[src/rtl/ws281x_pkg.sv]
// Shared constants for the WS281x receive path.
// Widths of the word and pulse counters, plus the receive FSM state codes.
package ws281x_pkg;

    localparam int WS_BITS = 24;
    localparam int CNT_HW  = 10;
    localparam int CNT_LW  = 16;

    localparam logic [1:0] RST_WAIT = 2'd0;
    localparam logic [1:0] IDLE     = 2'd1;
    localparam logic [1:0] HIGH     = 2'd2;
    localparam logic [1:0] LOW      = 2'd3;

endpackage

[src/rtl/sync_fifo.sv]
// Small synchronous FIFO with a show-ahead head word.
// A pop and a push in the same cycle both succeed, even when full.
module sync_fifo #(
    parameter int W = 24,
    parameter int D = 2
) (
    input  logic         mclk,
    input  logic         h_reset_n,
    input  logic         wr,
    input  logic [W-1:0] din,
    input  logic         rd,
    output logic [W-1:0] dout,
    output logic         full,
    output logic         empty
);

    localparam int AW = $clog2(D);
    localparam logic [AW:0] DEPTH = (AW+1)'(D);

    logic [W-1:0]  mem [D];
    logic [AW-1:0] wp;
    logic [AW-1:0] rp;
    logic [AW:0]   cnt;
    logic          do_rd;
    logic          do_wr;

    assign full  = (cnt == DEPTH);
    assign empty = (cnt == '0);
    assign do_rd = rd & ~empty;
    assign do_wr = wr & (~full | do_rd);
    assign dout  = empty ? '0 : mem[rp];

    always_ff @(posedge mclk or negedge h_reset_n) begin
        if (!h_reset_n) begin
            wp  <= '0;
            rp  <= '0;
            cnt <= '0;
        end else begin
            if (do_wr) wp <= wp + 1'b1;
            if (do_rd) rp <= rp + 1'b1;
            cnt <= cnt + {{AW{1'b0}}, do_wr} - {{AW{1'b0}}, do_rd};
        end
    end

    always_ff @(posedge mclk) begin
        if (do_wr) mem[wp] <= din;
    end

endmodule

[src/rtl/ws281x_rx_sync.sv]
// Synchronizes the asynchronous WS281x line and derives edge strobes.
module ws281x_rx_sync #(
    parameter int SW = 2
) (
    input  logic mclk,
    input  logic h_reset_n,
    input  logic din,
    output logic level,
    output logic rise,
    output logic fall
);

    logic [SW-1:0] sr;
    logic          prev;

    always_ff @(posedge mclk or negedge h_reset_n) begin
        if (!h_reset_n) begin
            sr   <= '0;
            prev <= 1'b0;
        end else begin
            sr   <= {sr[SW-2:0], din};
            prev <= sr[SW-1];
        end
    end

    assign level = sr[SW-1];
    assign rise  = level & ~prev;
    assign fall  = ~level & prev;

endmodule

[src/rtl/ws281x_rx.sv]
// WS281x NRZ receiver: measures high pulses, decodes bits MSB first,
// and queues 24-bit words with frame-end and error reporting.
module ws281x_rx
    import ws281x_pkg::*;
#(
    parameter int FD = 2,
    parameter int SW = 2
) (
    input  logic                 mclk,
    input  logic                 h_reset_n,
    input  logic                 cfg_enb,
    input  logic [CNT_LW-1:0]    cfg_reset_period,
    input  logic [CNT_HW-1:0]    cfg_bit_thresh,
    input  logic [CNT_HW-1:0]    cfg_min_high,
    input  logic                 sts_clr,
    input  logic                 ws_din,
    input  logic                 rx_rd,
    output logic [WS_BITS-1:0]   rx_data,
    output logic                 rx_dval,
    output logic                 rx_frame_done,
    output logic                 sts_overflow,
    output logic                 sts_frame_err,
    output logic                 sts_glitch
);

    localparam logic [4:0] LAST_BIT = 5'(WS_BITS - 1);

    logic                 level;
    logic                 rise;
    logic                 fall;
    logic [1:0]           state;
    logic [CNT_HW-1:0]    hi_cnt;
    logic [CNT_LW-1:0]    lo_cnt;
    logic [CNT_LW-1:0]    rst_per;
    logic [4:0]           bit_cnt;
    logic [WS_BITS-1:0]   shift;
    logic                 wr_pend;
    logic                 fifo_full;
    logic                 fifo_empty;
    logic                 bit_ok;
    logic                 bit_val;
    logic                 glitch_set;
    logic                 frame_end;
    logic                 ferr_set;
    logic                 ovf_set;

    ws281x_rx_sync #(.SW(SW)) u_sync (
        .mclk      (mclk),
        .h_reset_n (h_reset_n),
        .din       (ws_din),
        .level     (level),
        .rise      (rise),
        .fall      (fall)
    );

    sync_fifo #(.W(WS_BITS), .D(FD)) u_fifo (
        .mclk      (mclk),
        .h_reset_n (h_reset_n),
        .wr        (wr_pend),
        .din       (shift),
        .rd        (rx_rd),
        .dout      (rx_data),
        .full      (fifo_full),
        .empty     (fifo_empty)
    );

    assign rx_dval    = ~fifo_empty;
    assign rst_per    = (cfg_reset_period == '0) ? 16'd1 : cfg_reset_period;
    assign bit_ok     = (hi_cnt >= cfg_min_high);
    assign bit_val    = (hi_cnt >= cfg_bit_thresh);
    assign glitch_set = cfg_enb & (state == HIGH) & fall & ~bit_ok;
    assign frame_end  = cfg_enb & (state == LOW) & ~rise & (lo_cnt == rst_per);
    assign ferr_set   = frame_end & (bit_cnt != '0);
    assign ovf_set    = wr_pend & fifo_full & ~rx_rd;

    // hi_cnt reads N at the fall of an N-cycle pulse; lo_cnt counts the fall cycle as 1
    always_ff @(posedge mclk or negedge h_reset_n) begin
        if (!h_reset_n) begin
            hi_cnt <= '0;
            lo_cnt <= '0;
        end else begin
            if (rise)
                hi_cnt <= 10'd1;
            else if (level && hi_cnt != '1)
                hi_cnt <= hi_cnt + 1'b1;
            if (rise)
                lo_cnt <= '0;
            else if (fall)
                lo_cnt <= 16'd1;
            else if (!level && lo_cnt != '1)
                lo_cnt <= lo_cnt + 1'b1;
        end
    end

    always_ff @(posedge mclk or negedge h_reset_n) begin
        if (!h_reset_n) begin
            state   <= RST_WAIT;
            bit_cnt <= '0;
            shift   <= '0;
            wr_pend <= 1'b0;
        end else begin
            wr_pend <= 1'b0;
            if (!cfg_enb) begin
                state   <= RST_WAIT;
                bit_cnt <= '0;
                shift   <= '0;
            end else begin
                unique case (state)
                    RST_WAIT: begin
                        if (!level && lo_cnt >= rst_per) state <= IDLE;
                    end
                    IDLE: begin
                        if (rise) state <= HIGH;
                    end
                    HIGH: begin
                        if (fall && !bit_ok) begin
                            state   <= RST_WAIT;
                            bit_cnt <= '0;
                            shift   <= '0;
                        end else if (fall) begin
                            state <= LOW;
                            shift <= {shift[WS_BITS-2:0], bit_val};
                            if (bit_cnt == LAST_BIT) begin
                                bit_cnt <= '0;
                                wr_pend <= 1'b1;
                            end else begin
                                bit_cnt <= bit_cnt + 1'b1;
                            end
                        end
                    end
                    LOW: begin
                        if (rise) begin
                            state <= HIGH;
                        end else if (lo_cnt == rst_per) begin
                            state   <= IDLE;
                            bit_cnt <= '0;
                        end
                    end
                    default: state <= RST_WAIT;
                endcase
            end
        end
    end

    // set beats a simultaneous clear
    always_ff @(posedge mclk or negedge h_reset_n) begin
        if (!h_reset_n) begin
            rx_frame_done <= 1'b0;
            sts_overflow  <= 1'b0;
            sts_frame_err <= 1'b0;
            sts_glitch    <= 1'b0;
        end else begin
            rx_frame_done <= frame_end;
            sts_overflow  <= (sts_overflow  & ~sts_clr) | ovf_set;
            sts_frame_err <= (sts_frame_err & ~sts_clr) | ferr_set;
            sts_glitch    <= (sts_glitch    & ~sts_clr) | glitch_set;
        end
    end

endmodule

[config.mk]
export PLATFORM = sky130hd
export DESIGN_NAME = ws281x_rx
export DESIGN_NICKNAME = d
export VERILOG_FILES = /design/src/rtl/ws281x_pkg.sv /design/src/rtl/sync_fifo.sv /design/src/rtl/ws281x_rx_sync.sv /design/src/rtl/ws281x_rx.sv
export SDC_FILE = /design/constraint.sdc
export NUM_CORES = 1
export LEC_CHECK = 0
export ABC_AREA = 0
export ABC_CLOCK_PERIOD_IN_PS = 2400
export BUFFER_PORTS_ARGS = -buffer_cell sky130_fd_sc_hd__clkbuf_2
export CELL_PAD_IN_SITES_DETAIL_PLACEMENT = 0
export CELL_PAD_IN_SITES_GLOBAL_PLACEMENT = 1
export CORE_MARGIN = 4
export CORE_UTILIZATION = 45
export CTS_CLUSTER_SIZE = 24
export DETAILED_ROUTE_END_ITERATION = 6
export GPL_TIMING_DRIVEN = 1
export PLACE_DENSITY = 0.8
export SLEW_MARGIN = 40
export SYNTH_ARGS = -nofsm -noshare
export SYNTH_HDL_FRONTEND = slang
export SYNTH_SLANG_ARGS = --single-unit
[constraint.sdc]
create_clock -name mclk -period 2.4 [get_ports mclk]
set_clock_uncertainty 0.05 [all_clocks]
set_input_delay 0.24 -clock mclk [delete_from_list [all_inputs] [get_ports mclk]]
set_output_delay 0.24 -clock mclk [all_outputs]
set_load 0.05 [all_outputs]
Word-level counts from Yosys, hierarchy flattened
Memories as Yosys holds them, arrays and structs flattened. Cells that the tools add are included.

Output and inout port bits: 29. Memory bits (writable): 48. Memories: 1. Register bits: 69. Logic and storage cells: 119. Input bits: 42.

Memory list: u_fifo.mem (words 2, bits a word 24, rd ports 1, clocked after Yosys merged registers in 0, write ports 1, line sync_fifo.sv:20) `logic [W-1:0] mem [D];`.

$lt $le $gt $ge: 3. Bitwise operators: 28. $add $sub $neg: 7. Muxes and demuxes: 33. Reduce and logical (&&, ||, !) cells: 15. Eq/ne operators: 17.

Operators with widths (number): 24-bit 2-to-1 mux (5); 16-bit 2-to-1 mux (4); 5-bit 2-to-1 mux (6); 10-bit greater-or-equal comparator (2); 10-bit 2-to-1 mux (2); 16-bit by 1-bit adder with 16-bit output (second input constant) (1); 1-bit bitwise AND (16); 16-bit equality test (1); 16-bit greater-or-equal comparator (1); 16-bit logical NOT (1); 16-bit != test (second input constant) (1); 2-bit 2-to-1 mux (7); 10-bit by 1-bit adder with 10-bit output (second input constant) (1); 10-bit != test (second input constant) (1); 5-bit one-hot mux with 2 select lines (1); 3-bit != test (second input constant) (3); 4-bit by 3-bit != test with 1-bit output (second input constant) (2); 1-bit NOT (8); 2-bit one-hot mux with 4 select lines (1); 4-bit AND reduction (2); 1-bit 2-to-1 mux (7); 2-bit equality test (second input constant) (3); 3-bit by 1-bit != test with 1-bit output (second input constant) (2); 5-bit by 1-bit adder with 5-bit output (second input constant) (1); 15 further kinds (24).

Longest topological paths before layout
Depth after elaboration: 7. Depth in mapped cells: 9.

Cells and area by module
A second synthesis with hierarchy kept.

Cell total of the unflattened synthesis: 508. Area, all modules: 5962.0 sq um.

By module, submodules not included: ws281x_rx (times used 1, cells each 380, sequential area each 1551.5 sq um, area each 3837.4 sq um); sync_fifo (times used 1, cells each 123, sequential area each 1541.5 sq um, area each 2034.5 sq um); ws281x_rx_sync (times used 1, cells each 5, sequential area each 75.1 sq um, area each 90.1 sq um).

Worst setup path after synthesis
No wires, ideal clock.

Path type: reg2reg. Start: reg u_fifo.cnt[1]. End: mem u_fifo.mem[0][0], enable pin. Data arrival time: 1.736 ns. Slack: 0.210 ns. Path buffers: 0. Cell stages (with the launch flop): 4. Library setup time: 0.405 ns. Cell sequence: dfrtp_1 -> nor3b_1 -> nand2b_1 -> nor2_1.

Cells in the longest elaborated chain, start to end: 7.

Ends and longest elaborated chain: from (decl) (line sync_fifo.sv:23) `logic [AW:0] cnt;`; from (signal assigned) (line sync_fifo.sv:41) `cnt <= cnt + {{AW{1'b0}}, do_wr} - {{AW{1'b0}}, do_rd};`; 2-bit logical NOT (line sync_fifo.sv:28) `assign empty = (cnt == '0);`; 1-bit NOT (line sync_fifo.sv:29) `assign do_rd = rd & ~empty;`; 1-bit bitwise AND (line sync_fifo.sv:29); 1-bit OR * (line sync_fifo.sv:30) `assign do_wr = wr & (~full | do_rd);`; 1-bit bitwise AND * (line sync_fifo.sv:30); 1-bit 2-to-1 mux * (line sync_fifo.sv:46) `if (do_wr) mem[wp] <= din;`; 1-bit 2-to-1 mux (implied by the code) * (line sync_fifo.sv:46); to (decl) (line sync_fifo.sv:20).

Every way passes the cells marked *; elsewhere a longest branch is shown, timed or not.

Final worst setup path
Start: reg hi_cnt[8]. End: reg bit_cnt[3].

Cells in the longest elaborated chain, start to end: 6.

Ends and longest elaborated chain: from (decl) (line ws281x_rx.sv:32) `logic [CNT_HW-1:0] hi_cnt;`; from (signal assigned) (line ws281x_rx.sv:85) `hi_cnt <= hi_cnt + 1'b1;`; 10-bit greater-or-equal comparator * (line ws281x_rx.sv:69) `assign bit_ok = (hi_cnt >= cfg_min_high);`; 1-bit logical NOT * (line ws281x_rx.sv:116) `if (fall && !bit_ok) begin`; 1-bit logical AND * (line ws281x_rx.sv:116); 5-bit 2-to-1 mux (line ws281x_rx.sv:116); 5-bit one-hot mux with 2 select lines (line ws281x_rx.sv:108) `unique case (state)`; 5-bit 2-to-1 mux (line ws281x_rx.sv:103) `if (!cfg_enb) begin`; to (signal assigned) (line ws281x_rx.sv:127) `bit_cnt <= bit_cnt + 1'b1;`; to (decl) (line ws281x_rx.sv:35) `logic [4:0] bit_cnt;`.

Marks and branches as above. A chain may end at the register's enable or synchronous reset.

==> results.md <==
- Proportion of power drawn by the clock network: between 30% and 40%
- CP Launch Type: flip-flop
- Total setup buffers inserted after CTS: 0
- Clock transition at the register clock pins on the worst setup and hold paths after CTS: 60 ps
- Biggest fanout along the worst timing path: 4
- Layout area overhead: 20.6%
- CTS HTree Levels: 4
- Final net count: between 700 and 800
- Height of the die: ~120 µm
- Static power due to leakage: ~3.4 nW
- Wire length per cell after detailed routing: 14.7 µm
- Total length of routed wires: about 12000 µm
- Final setup violating endpoints: 0
- Fraction of synthesis flops using an asynchronous set or reset pin: 59.0%
- Post-Synth XOR/XNOR Area: under 10%
- Fill cells: 1089
- Most frequently used flop master after synthesis: dfrtp_1
- Switching Power: 2.57 mW
- Vias in the first global route: 4276
- Hold Path Sink: sts_overflow
- Syn nets: 620
- Maximum number of pins on one net before global-route repair: 36
- Area of the core: 12800 µm²
- Aggregate global routing overflow: 0
- Flip-flop and latch count after synthesis: around 120
- Global-route wire length before repair: between 15000 and 20000 µm
- Met1 Use GR: a little over a fifth
- Floorplan die width: approximately 120 µm
- Count of standard-cell rows: between 40 and 50
- Effective utilization at floorplan: 46.4%
- Met2 track demand over resource: ~28%
- Via count normalized by instance count: roughly 5.3
- Setup slack after layout: 127 ps
- Share of total power consumed by net switching: 37.5%
- Post-Syn Area per Cell: 11.1 µm²
- Inserted Clock Buffers: 17
- Remaining max-slew budget at the tightest pin: between 50% and 60%
- Number of antenna violations at the first check in global routing: 0
- Count of clock tree sinks: 117
- Top-count cell post-synth: dfrtp_1
- Max-cap violations: 0
- Minimum clock period: 2270 ps
- Synth top area share: 29.1%
- Worst supply voltage drop on vdd: 455 µV
- Vias: 4281
- Final GP Congestion: 0.876
- Simple-gate area share of the yosys netlist: 13.1%
- Crit path required time: 2650 ps
- Min-delay worst type: input pin to flip-flop
- Internal power summed over all cells: 4.29 mW
- Cell count of the worst hold path: 4
- I/O pins: 71
- Count of cell types in the netlist: 59
- Setup slack of the worst register-to-register path: 130 ps
- Period utilisation layout: about 95%
- Router iterations before antenna repair: 7
- Adder and majority gate portion of the synthesized area: 9.28%
- Final ANT Viol Nets: 0
- Placement Setup Slack: about 160 ps
- Most crowded layer after global routing: met2
- Insertion delay of the later-clocked pin in the worst-skew pair: 410 ps
- Area of the mapped netlist: 5930 µm²
- Remaining routing DRC violations: 0
- Category of the most critical setup path: flip-flop to flip-flop
- Worst flop-to-flop path endpoint: bit_cnt[3]
- Number of buffers inserted by port buffering: 70
- Pwr/cell area: between 900 and 1000 nW/µm²
- Number of DRC violations after detailed-routing iteration 0: 273
- Dominant combinational cell family by area after synthesis: simple AND/OR/NAND/NOR gates
- Yosys top cell by area: dfrtp_1
- Final Cell Area: 7160 µm²
- Total Die Area: between 15000 and 20000 µm²
- Number of synthesized flops with an enable pin: 48
- Hold Crit Start: rx_rd
- Compound-Gate Fraction of Synth Area: 13.1%
- R2r worst-path depth: 7
- Cells after Synth: 534
- Transition time at the pin with the least slew margin: 605 ps
- Seq pwr share: around a third
- Combinational fraction of design power: between 30% and 40%
- Count of final hold-check violations: 0
- Worst Path Arrival: 2530 ps
- CP Capture Type: flip-flop
- Multiplexer share of the synthesized area: between 4 and 5%
- Count of antenna diodes in the layout: 0
- Start of the worst register-to-register path: hi_cnt[8]
- Global routing usage summed across all routing layers: between 10% and 20%
- Placed wire-length estimate after detailed placement: around 8500 µm
- Yosys warns: 0
- Part of the Yosys area used for sequential elements: 53.4%
- Fmax: 0.440 GHz
- TritonCTS clock tree: done
- Global-route track usage on met3: ~4.1%
- Fraction of layout instances using a drive strength above 1: 22.0%
- Root cell of the clock tree: clkbuf_16
- Max-slew violation count: 0
- Number of buffers between clock root and the deepest sink: 2
- Area contributors post-synth: dfrtp_1, edfxtp_1, ha_1
- Dpl cell area: about 6600 µm²
- Post-synth top cells: dfrtp_1, nor2_1, inv_1
- Run status: finished clean
## power groups by stage
| stage | registers, mW | clock network [mW] | logic [mW] |
|---|---|---|---|
| after global placement | 2.27 | 0 | 2.22 |
| after floorplan | 2.24 | 0 | 1.76 |
| final | 2.24 | 2.40 | 2.22 |
| after detailed placement | 2.28 | 0 | 2.25 |
| after CTS | 2.24 | 2.44 | 2.26 |
| after global routing | 2.25 | 2.53 | 2.41 |
## worst max path at each step
stage | startpoint | end | cells after the start
floorplan | u_fifo.cnt[1] | u_fifo.mem[0][0] | 3
global placement | hi_cnt[7] | shift[15] | 7
detailed placement | hi_cnt[7] | bit_cnt[3] | 7
CTS | hi_cnt[8] | bit_cnt[3] | 7
global route | hi_cnt[8] | bit_cnt[3] | 7
finish | hi_cnt[8] | bit_cnt[3] | 7
## area by class of cell
class	instances	area, µm²	area share [%]
Sequential cell	117	3170	44.3
Multi-Input combinational cell	351	2500	34.9
Timing Repair Buffer	88	518	7.24
Clock buffer	20	437	6.10
Tap cell	172	215	3.01
Inverter	52	195	2.73
Clock inverter	12	129	1.80
## flip-flops by register name (all words and copies together), names as in the netlist, 2 cells and up
| name | count |
|---|---|
| bit_cnt | 5 |
| u_fifo.mem | 48 |
| state | 2 |
| u_sync.sr | 2 |
| lo_cnt | 16 |
| u_fifo.cnt | 2 |
| shift | 24 |
| hi_cnt | 10 |
## cells in the final DEF, fill, tap and decap left out, drive strengths merged, types with 3 or more instances in the layout
cell type	instances
a211oi	3
a21oi	17
dlygate4sd3	3
xnor2	5
xor2	6
o31ai	5
o22ai	3
and3	7
nor3	5
o21bai	3
clkinv	6
a22o	23
and4	3
nor2	56
and2	3
o21ai	36
dfrtp	69
edfxtp	48
mux2i	28
ha	44
nor4	5
nand2b	5
nand2	41
nand3	12
nor2b	3
buf	16
clkbuf	89
inv	55
nand4	10
a41o	3
## critical path, stage by stage, from the launching register on
cell and delay [ps]:
dfrtp_1 430, ha_1 310, and4_1 250, o2111ai_1 170
and4bb_4 250, a211oi_4 340, nand2_1 140, o31ai_2 230
## per-stage QoR
stage	instances	TNS (ps)	power [mW]	utilization (%)	hold slack (ps)
2_1_floorplan	534	0	4.01	-	-106
6_report	812	0	6.86	56.0	95.6
3_3_place_gp	777	0	4.49	51.3	226
3_5_place_dp	777	0	4.52	51.3	230
4_1_cts	812	0	6.94	56.0	82.1
5_1_grt	812	-61.3	7.19	56.0	138
## metal layers
layer	share of wire (%)	vias to the layer above	routed length (µm)
li1	-	2122	-
met1	43	2054	5140
met2	51	95	6110
met3	4.6	10	543
met4	0.97	0	116
met5	0	-	0
## kinds of logic after synthesis
family,after synthesis
fa+ha+maj,44
simple gates,159
buf+inv,66
xor+xnor,11
mux,28
flops,117
compound gates,109
## repair_timing
item	CTS	global route
endpoints found under the setup margin	0	2
hold endpoints to repair	25	0
hold buffers	3	0
gates resized for setup	0	2
No activity file was read; power rests on OpenSTA's default activity.
